### src/rtl/gate_id_defs.sv
// Shared constants for the two-input gate characteriser:
// gate codes, reference truth tables and FSM state encodings.
package gate_id_defs;

    localparam logic [2:0] GC_UNKNOWN = 3'd0;
    localparam logic [2:0] GC_AND     = 3'd1;
    localparam logic [2:0] GC_OR      = 3'd2;
    localparam logic [2:0] GC_NAND    = 3'd3;
    localparam logic [2:0] GC_NOR     = 3'd4;
    localparam logic [2:0] GC_XOR     = 3'd5;
    localparam logic [2:0] GC_XNOR    = 3'd6;

    // Truth-table bit index is {A,B}
    localparam logic [3:0] TT_AND  = 4'b1000;
    localparam logic [3:0] TT_OR   = 4'b1110;
    localparam logic [3:0] TT_NAND = 4'b0111;
    localparam logic [3:0] TT_NOR  = 4'b0001;
    localparam logic [3:0] TT_XOR  = 4'b0110;
    localparam logic [3:0] TT_XNOR = 4'b1001;

    localparam logic [1:0] ST_IDLE   = 2'd0;
    localparam logic [1:0] ST_DRIVE  = 2'd1;
    localparam logic [1:0] ST_DECODE = 2'd2;

endpackage

### src/rtl/gate_decode.sv
// Combinational truth-table to gate-code decoder.
// Anything that is not one of the six reference tables decodes as unknown.
module gate_decode
    import gate_id_defs::*;
(
    input  logic [3:0] truth,
    output logic [2:0] code
);

    always_comb begin
        code = GC_UNKNOWN;
        case (truth)
            TT_AND:  code = GC_AND;
            TT_OR:   code = GC_OR;
            TT_NAND: code = GC_NAND;
            TT_NOR:  code = GC_NOR;
            TT_XOR:  code = GC_XOR;
            TT_XNOR: code = GC_XNOR;
            default: code = GC_UNKNOWN;
        endcase
    end

endmodule

### src/rtl/gate_identifier.sv
// Sweeps the four {A,B} combinations through an external gate,
// samples its output after a settle time and publishes the decoded gate.
module gate_identifier
    import gate_id_defs::*;
#(
    parameter int SETTLE_CYCLES = 2,
    parameter int CNT_W         = 4
) (
    input  logic       clk,
    input  logic       rst,
    input  logic       start,
    output logic       a_out,
    output logic       b_out,
    input  logic       y_in,
    output logic       busy,
    output logic       done,
    output logic [2:0] gate_code,
    output logic       valid_match,
    output logic [3:0] truth
);

    localparam logic [CNT_W-1:0] RELOAD = CNT_W'(SETTLE_CYCLES);

    logic [1:0]       state;
    logic [1:0]       idx;
    logic [CNT_W-1:0] cnt;
    logic [3:0]       scratch;
    logic [2:0]       code_next;

    gate_decode u_decode (
        .truth (scratch),
        .code  (code_next)
    );

    assign busy  = (state != ST_IDLE);
    assign a_out = (state == ST_DRIVE) && idx[1];
    assign b_out = (state == ST_DRIVE) && idx[0];

    always_ff @(posedge clk) begin
        if (rst) begin
            state       <= ST_IDLE;
            idx         <= 2'd0;
            cnt         <= '0;
            scratch     <= 4'd0;
            done        <= 1'b0;
            gate_code   <= GC_UNKNOWN;
            valid_match <= 1'b0;
            truth       <= 4'd0;
        end else begin
            done <= 1'b0;
            case (state)
                ST_IDLE: begin
                    if (start) begin
                        state <= ST_DRIVE;
                        idx   <= 2'd0;
                        cnt   <= RELOAD;
                    end
                end
                ST_DRIVE: begin
                    if (cnt != '0) begin
                        cnt <= cnt - 1'b1;
                    end else begin
                        scratch[idx] <= y_in;
                        if (idx == 2'd3) begin
                            state <= ST_DECODE;
                        end else begin
                            idx <= idx + 2'd1;
                            cnt <= RELOAD;
                        end
                    end
                end
                ST_DECODE: begin
                    truth       <= scratch;
                    gate_code   <= code_next;
                    valid_match <= (code_next != GC_UNKNOWN);
                    done        <= 1'b1;
                    state       <= ST_IDLE;
                end
                default: state <= ST_IDLE;
            endcase
        end
    end

endmodule
### config.mk
export PLATFORM = sky130hd
export DESIGN_NAME = gate_identifier
export DESIGN_NICKNAME = d
export VERILOG_FILES = /design/src/rtl/gate_id_defs.sv /design/src/rtl/gate_decode.sv /design/src/rtl/gate_identifier.sv
export SDC_FILE = /design/constraint.sdc
export NUM_CORES = 1
export LEC_CHECK = 0
export CAP_MARGIN = 40
export CORE_MARGIN = 2
export CORE_UTILIZATION = 45
export DETAILED_ROUTE_END_ITERATION = 10
export PLACE_DENSITY = 0.71
export SKIP_LAST_GASP = 1
export SLEW_MARGIN = 5
export SYNTH_ARGS = -nofsm -noshare
export SYNTH_HDL_FRONTEND = slang
export SYNTH_SLANG_ARGS = --single-unit
### constraint.sdc
create_clock -name clk -period 1.35 [get_ports clk]
set_input_delay 0.2025 -clock clk [delete_from_list [all_inputs] [get_ports clk]]
set_output_delay 0.2025 -clock clk [all_outputs]
set_load 0.1 [all_outputs]
==> out/results.tsv, run 1 <==
stage	metric	value	unit
clock_tree	cts_tree	yes	
finish	syn_to_final_growth	52.5	%
logic_synthesis	synth_edf_count	0	
worst_setup_path	crit_required	1.15	ns
sta	hold_violations	0	
logic_synthesis	ys.flop_type	dfxtp_1	
route	routed_wl	2.83	mm
worst_setup_path	cp.depth	3	
clock_tree	cts.reportedPaths.clkPinSlew	0.11	ns
worst_setup_path	worstPathMaxFanout	6	
sta	layout_setup_ws	-0.0632	ns
clock_tree	cts_max_path_buffers	2	
clock_tree	cts_sinks	21	
worst_setup_path	critPathTopFamily	flip-flops	
worst_setup_path	crit_chain	buf_6, or2_4, buf_12	
finish	n_antenna_cell	0	
worst_setup_path	critPathLaunchType	flip-flop	
clock_tree	cts_made_buffers	3	
power	internal_power	0.000938	W
outcome	status	complete, but fails checks	
logic_synthesis	syn_area	1120	sq um
grt	grt_start_max_net_pins	12	
logic_synthesis	synthArstFlopShare	0	%
route	detail_route.wl_per_cell	14.9	um
power	combPwrFrac	26.8	%
floorplanning	die-area	2910	sq um
clock_tree	ctsHoldBuffers	0	
logic_synthesis	yosysTopAreaCell	dfxtp_1	
power	p_seq_share	50.0	%
grt	grt.overflow.total	0	
sta	holdWs	0.501	ns
sta	drv_slew	0	
sta	relSlewSlack	75.5	%
clock_tree	cts-htree-levels	1	
worst_setup_path	cp-startpoint	state[0]	
power	p_sw	0.000393	W
power	power.density	778	nW/um^2
worst_setup_path	r2r-start	cnt[1]	
logic_synthesis	netlist.area_leader.share	37.5	%
clock_tree	clkLatencyLatePin	0.31	ns
route	drtIter0Drc	22	
sta	post-route-period-util	105	%
finish	drive_gt1_share	40.0	%
min_path	whs_endpoint	truth[3]	
worst_setup_path	cpPeakStageDelay	0.36	ns
power	leakage	0.671	nW
worst_setup_path	critPathBufInv	2	
logic_synthesis	syn_inst	128	
logic_synthesis	yosys-top-cells-area	dfxtp_1, ha_1, mux2i_1	
finish	fin_util	70.9	%
min_path	hp-start	truth[3]	
logic_synthesis	synth-seq-cells	21	
power	swShare	29.5	%
clock_tree	clockRootBuffer	clkbuf_4	
sta	skew	0.00307	ns
logic_synthesis	mappedNetlistNets	138	
logic_synthesis	yosys-top-cells-count	dfxtp_1, nand2_1, a21oi_1, inv_1, nor2_1	
min_path	hold_depth	2	
worst_setup_path	cp_slowest_cell	dfxtp_4	
route	drcViolationCount	0	
place	hpwl	1.98	mm
min_path	hp-class	flip-flop to flip-flop	
sta	worst_pin_slew	0.367	ns
route	avgViaCountPerCell	5.64	
grt	grt_first_pass_wirelength	4.56	mm
sta	fin_crit	1.41	ns
power	clock_power_share	23.2	%
outcome	violations	negative setup slack	
grt	grt_usage	21.8	%
route	num_vias	1072	
worst_setup_path	r2r-end	idx[0]	
worst_setup_path	critPathCaptureType	primary output	
worst_setup_path	rr_worst_depth	6	
floorplanning	io_pins	16	
floorplanning	coreArea	2410	sq um
logic_synthesis	yosysUniqueCellTypes	35	
sta	rsz0062_at_grt	yes	
route	ant_nets	0	
logic_synthesis	synth_most_common_cell	dfxtp_1	
floorplanning	fp.dieW	53.9	um
floorplanning	start_util	46.5	%
place	port_buffers	15	
worst_setup_path	cp.arrival	1.21	ns
job	drv_cap	0	
logic_synthesis	ys_seq_area_share	37.5	%
worst_setup_path	rrSetupSlack	-0.05	ns
place	gp_congestion	0.782	
logic_synthesis	synth_area_per_cell	8.76	sq um
finish	final_nets	171	
logic_synthesis	yosysWarnings	0	
sta	setup_viol	7	
floorplanning	num_rows	18	
worst_setup_path	path_class	flip-flop to primary output	
grt	antenna_found_initial	0	
floorplanning	die_y	53.9	um
power	ir_drop	0.797	mV
route	first_pass_iters	4	
sta	fmax	708	MHz
grt	grt_pass1_vias	980	
flip-flops by register name (all words and copies together) (netlist names):
signal and flops:
scratch 4, done 1, idx 2, state 2, truth 4, valid_match 1, cnt 4, gate_code 3
worst min-delay path: stages (launching register included):
cell	delay, ns
dfxtp_1	0.35
nand2_1	0.06
a21oi_1	0.05
layout by cell type (no fill, tap or decap), types with 6 or more instances in the layout:
cell type,netlist,routed
inv_1,9,7
a21oi_1,10,9
nor2_1,9,9
nand3_1,8,6
mux2i_1,6,6
buf_4,1,16
nand2_1,16,16
dfxtp_1,21,14
buf_12,0,12
logic make-up (layout without fill, tap and decap cells):
logic type                 Yosys count  in the layout  share of synthesized area [%]
adders and majority gates            6              6                           6.70
and+or+nand+nor                     49             49                           23.1
AOI/OAI and AO/OA                   29             29                           19.5
muxes                                6              6                           5.36
DFF                                 21             21                           37.5
buffers and inverters               17             49                           7.81
through the flow:
stage | area, sq um | worst slack [ns] | setup TNS [ns] | std cells | total power, W
after floorplan | 1130 | 0.000810 | 0 | 128 | 0.000846
after global placement | 1510 | -0.177 | -0.625 | 181 | 0.000936
after detailed placement | 1510 | -0.252 | -0.972 | 181 | 0.000946
after CTS | 1650 | -0.0666 | -0.133 | 189 | 0.00131
after global routing | 1710 | -0.103 | -0.670 | 190 | 0.00139
final | 1710 | -0.0632 | -0.201 | 190 | 0.00133
worst max-delay path by stage:
stage | end | slack [ns]
3_5_place_dp | cnt[3] | -0.25
6_report | busy | -0.06
2_1_floorplan | cnt[1] | 0.0008
4_1_cts | busy | -0.07
5_1_grt | busy | -0.10
3_3_place_gp | cnt[0] | -0.18
per-layer routing:
metal,track usage (%),share of wire [%],up-vias
met5,0,0,-
met4,6.41,1.2,0
met3,3.61,2.5,4
met2,40.2,55,14
met1,25.6,42,537
li1,-,-,517
power groups by stage:
stage / clock network, W / logic, W / registers [W]
after floorplan: 0 / 0.000173 / 0.000673
after global placement: 0 / 0.000260 / 0.000675
after detailed placement: 0 / 0.000270 / 0.000677
after CTS: 0.000317 / 0.000326 / 0.000663
after global routing: 0.000343 / 0.000381 / 0.000669
final: 0.000309 / 0.000356 / 0.000666
final cells by class:
cell class / instances / area (sq um)
clock buffer: 4 / 26.3
fill: 163 / 701
inverter: 9 / 33.8
multi-input combinational: 90 / 731
sequential: 21 / 434
tap: 30 / 37.5
timing repair buffer: 36 / 447
what timing repair did:
action                     in CTS  in global routing
setup buffers                   4                  1
setup endpoints to repair      14                 14
pin swaps                       7                  4
resized for setup              22                 11
(Power assumes the default switching activity.)
==> run 2: changes to the inputs <==
==> constraint.sdc (replaced) <==
create_clock -name clk -period 1.35 [get_ports clk]
set_input_delay 0.2025 -clock clk [delete_from_list [all_inputs] [get_ports clk]]
set_output_delay 0.2025 -clock clk [all_outputs]
set_load 0.01 [all_outputs]
==> run 2 against run 1 <==
- the run still ends with negative setup slack left
- maximum frequency increased by 1.4%
- non-clock buffer count increased by 2
- wire length increased by 0.21%
- hold slack got worse by 0.039 ns
- combinational power decreased by 8.1%
- via count decreased by 2.9%
==> out/results.tsv, run 2 (synthesis gave the netlist of run 1 again) <==
stage	metric	value	unit	change
outcome	status	complete, but fails checks		unchanged
outcome	violations	negative setup slack		unchanged
clock_tree	cts.reportedPaths.clkPinSlew	0.12	ns	was 0.11 ns
sta	worst_pin_slew	0.367	ns	about the same
finish	syn_to_final_growth	44.6	%	was 52.5%
sta	hold_violations	0		unchanged
sta	holdWs	0.462	ns	was 0.501 ns
power	internal_power	0.000927	W	was 0.000938 W
clock_tree	clkLatencyLatePin	0.31	ns	about the same
clock_tree	clockRootBuffer	clkbuf_4		unchanged
clock_tree	cts_made_buffers	3		unchanged
floorplanning	num_rows	18		unchanged
floorplanning	start_util	46.5	%	unchanged
sta	fin_crit	1.39	ns	was 1.41 ns
floorplanning	die_y	53.9	um	unchanged
power	leakage	0.685	nW	was 0.671 nW
route	avgViaCountPerCell	5.42		was 5.64
job	drv_cap	0		unchanged
worst_setup_path	cp_slowest_cell	dfxtp_2		was dfxtp_4
grt	grt_usage	19.8	%	was 21.8%
route	detail_route.wl_per_cell	14.8	um	was 14.9 um
power	finalPower	0.00130	W	was 0.00133 W
floorplanning	die-area	2910	sq um	unchanged
power	swShare	28.9	%	was 29.5%
worst_setup_path	critPathTopFamily	simple AND/OR/NAND/NOR gates		was flip-flops
place	port_buffers	15		unchanged
power	power.density	804	nW/um^2	was 778 nW/um^2
clock_tree	cts_tree	yes		unchanged
power	ir_drop	0.810	mV	was 0.797 mV
finish	final_nets	173		was 171
min_path	hp-class	flip-flop to flip-flop		unchanged
worst_setup_path	crit_chain	inv_2, ha_4, and4bb_4, buf_6, buf_4, nand3_2, mux2i_1		was buf_6, or2_4, buf_12
worst_setup_path	crit_required	1.57	ns	was 1.15 ns
sta	relSlewSlack	75.5	%	about the same
power	p_seq_share	51.0	%	was 50.0%
grt	antenna_found_initial	0		unchanged
sta	skew	0.00642	ns	was 0.00307 ns
grt	grt_first_pass_wirelength	4.13	mm	was 4.56 mm
finish	mostFrequentLayoutCells	dfxtp_1, buf_4, nand2_1		was nand2_1, buf_4, dfxtp_1
finish	drive_gt1_share	37.7	%	was 40.0%
clock_tree	cts_sinks	21		unchanged
place	placed_cells	181		unchanged
worst_setup_path	critPathCaptureType	flip-flop		was primary output
floorplanning	io_pins	16		unchanged
finish	top_regs	cnt (4), scratch (4), truth (4)		unchanged
power	combPwrFrac	25.1	%	was 26.8%
sta	layout_setup_ws	-0.0441	ns	was -0.0632 ns
place	place_ws	-0.235	ns	was -0.252 ns
worst_setup_path	cp.arrival	1.61	ns	was 1.21 ns
route	routed_wl	2.84	mm	was 2.83 mm
sta	drv_slew	0		unchanged
sta	rsz0062_at_grt	yes		unchanged
worst_setup_path	critPathLaunchType	flip-flop		unchanged
route	ant_nets	0		unchanged
power	clock_power_share	23.9	%	was 23.2%
place	hpwl	1.77	mm	was 1.98 mm
sta	fmax	717	MHz	was 708 MHz
clock_tree	cts-htree-levels	1		unchanged
worst_setup_path	critPathBufInv	3		was 2
finish	stdcell_count	192		was 190
worst_setup_path	cpPeakStageDelay	0.35	ns	was 0.36 ns
grt	grt.overflow.total	0		unchanged
grt	grt_pass1_vias	941		was 980
sta	fin_setup_tns	-0.183	ns	was -0.201 ns
sta	post-route-period-util	103	%	was 105%
route	drtIter0Drc	23		was 22
route	num_vias	1041		was 1072
power	p_sw	0.000377	W	was 0.000393 W
floorplanning	fp.dieW	53.9	um	unchanged
floorplanning	coreArea	2410	sq um	unchanged
worst_setup_path	worstPathMaxFanout	6		unchanged
finish	n_antenna_cell	0		unchanged
worst_setup_path	path_class	flip-flop to flip-flop		was flip-flop to primary output
route	first_pass_iters	4		unchanged
route	drcViolationCount	0		unchanged
sta	setup_viol	6		was 7
grt	grt_start_max_net_pins	14		was 12
clock_tree	cts_max_path_buffers	2		unchanged
place	gp_congestion	0.766		was 0.782
[run 2: cell types whose count changed in the layout (fill, tap and decap cells not counted), sizes merged]
cell and change:
dlygate4sd2 +9, buf -7, clkbuf -1, clkinv +1
[run 2: area by class of cell]
type	count	area, sq um
Clock buffer	3	22.5
Clock inverter	1	5.00
Fill cell	176	788
Inverter	9	36.3
Multi-Input combinational cell	90	743
Sequential cell	21	430
Tap cell	30	37.5
Timing Repair Buffer	38	347
[run 2: metal layers]
| metal | routed length (um) | GRT usage [%] |
|---|---|---|
| met1 | 1240 | 23.4 |
| met2 | 1500 | 36.0 |
| met3 | 93 | 5.83 |
| met4 | 10 | 2.56 |
| met5 | 0 | 0 |
[run 2: what timing repair did]
action | in CTS | in global routing
setup endpoints to repair | 19 | 13
hold endpoints to repair | 0 | 0
gates resized for setup | 38 | 24
pin swaps | 6 | 5
hold buffers | 0 | 0
buffers inserted | 4 | 3
[run 2: final timing paths]
kind / to / cells past startpoint / slack [ns] / startpoint
worst max-delay path: scratch[1] / 7 / -0.04 / cnt[0]
worst min-delay path: truth[3] / 2 / 0.46 / truth[3]
worst max register to register: scratch[1] / 7 / -0.04 / cnt[0]
worst min register to register: truth[3] / 2 / 0.46 / truth[3]
[run 2: power by group through the flow]
stage	clock, W	combinational [W]	sequential (W)
2_1_floorplan	0	0.000147	0.000673
3_3_place_gp	0	0.000222	0.000677
3_5_place_dp	0	0.000228	0.000679
4_1_cts	0.000316	0.000273	0.000665
5_1_grt	0.000347	0.000351	0.000669
6_report	0.000312	0.000327	0.000665
[run 2: per-stage QoR]
| stage | cell area [sq um] | utilization, % |
|---|---|---|
| after floorplan | 1130 | - |
| after global placement | 1400 | 57.9 |
| after detailed placement | 1400 | 57.9 |
| after CTS | 1500 | 62.3 |
| after global routing | 1620 | 67.3 |
| final | 1620 | 67.3 |
[run 2: worst reg2reg max path, stage by stage (launching register included)]
cell and delay [ns]:
dfxtp_2 0.35, inv_2 0.08, ha_4 0.13, and4bb_4 0.32, buf_6 0.14, buf_4 0.11, nand3_2 0.07, mux2i_1 0.11
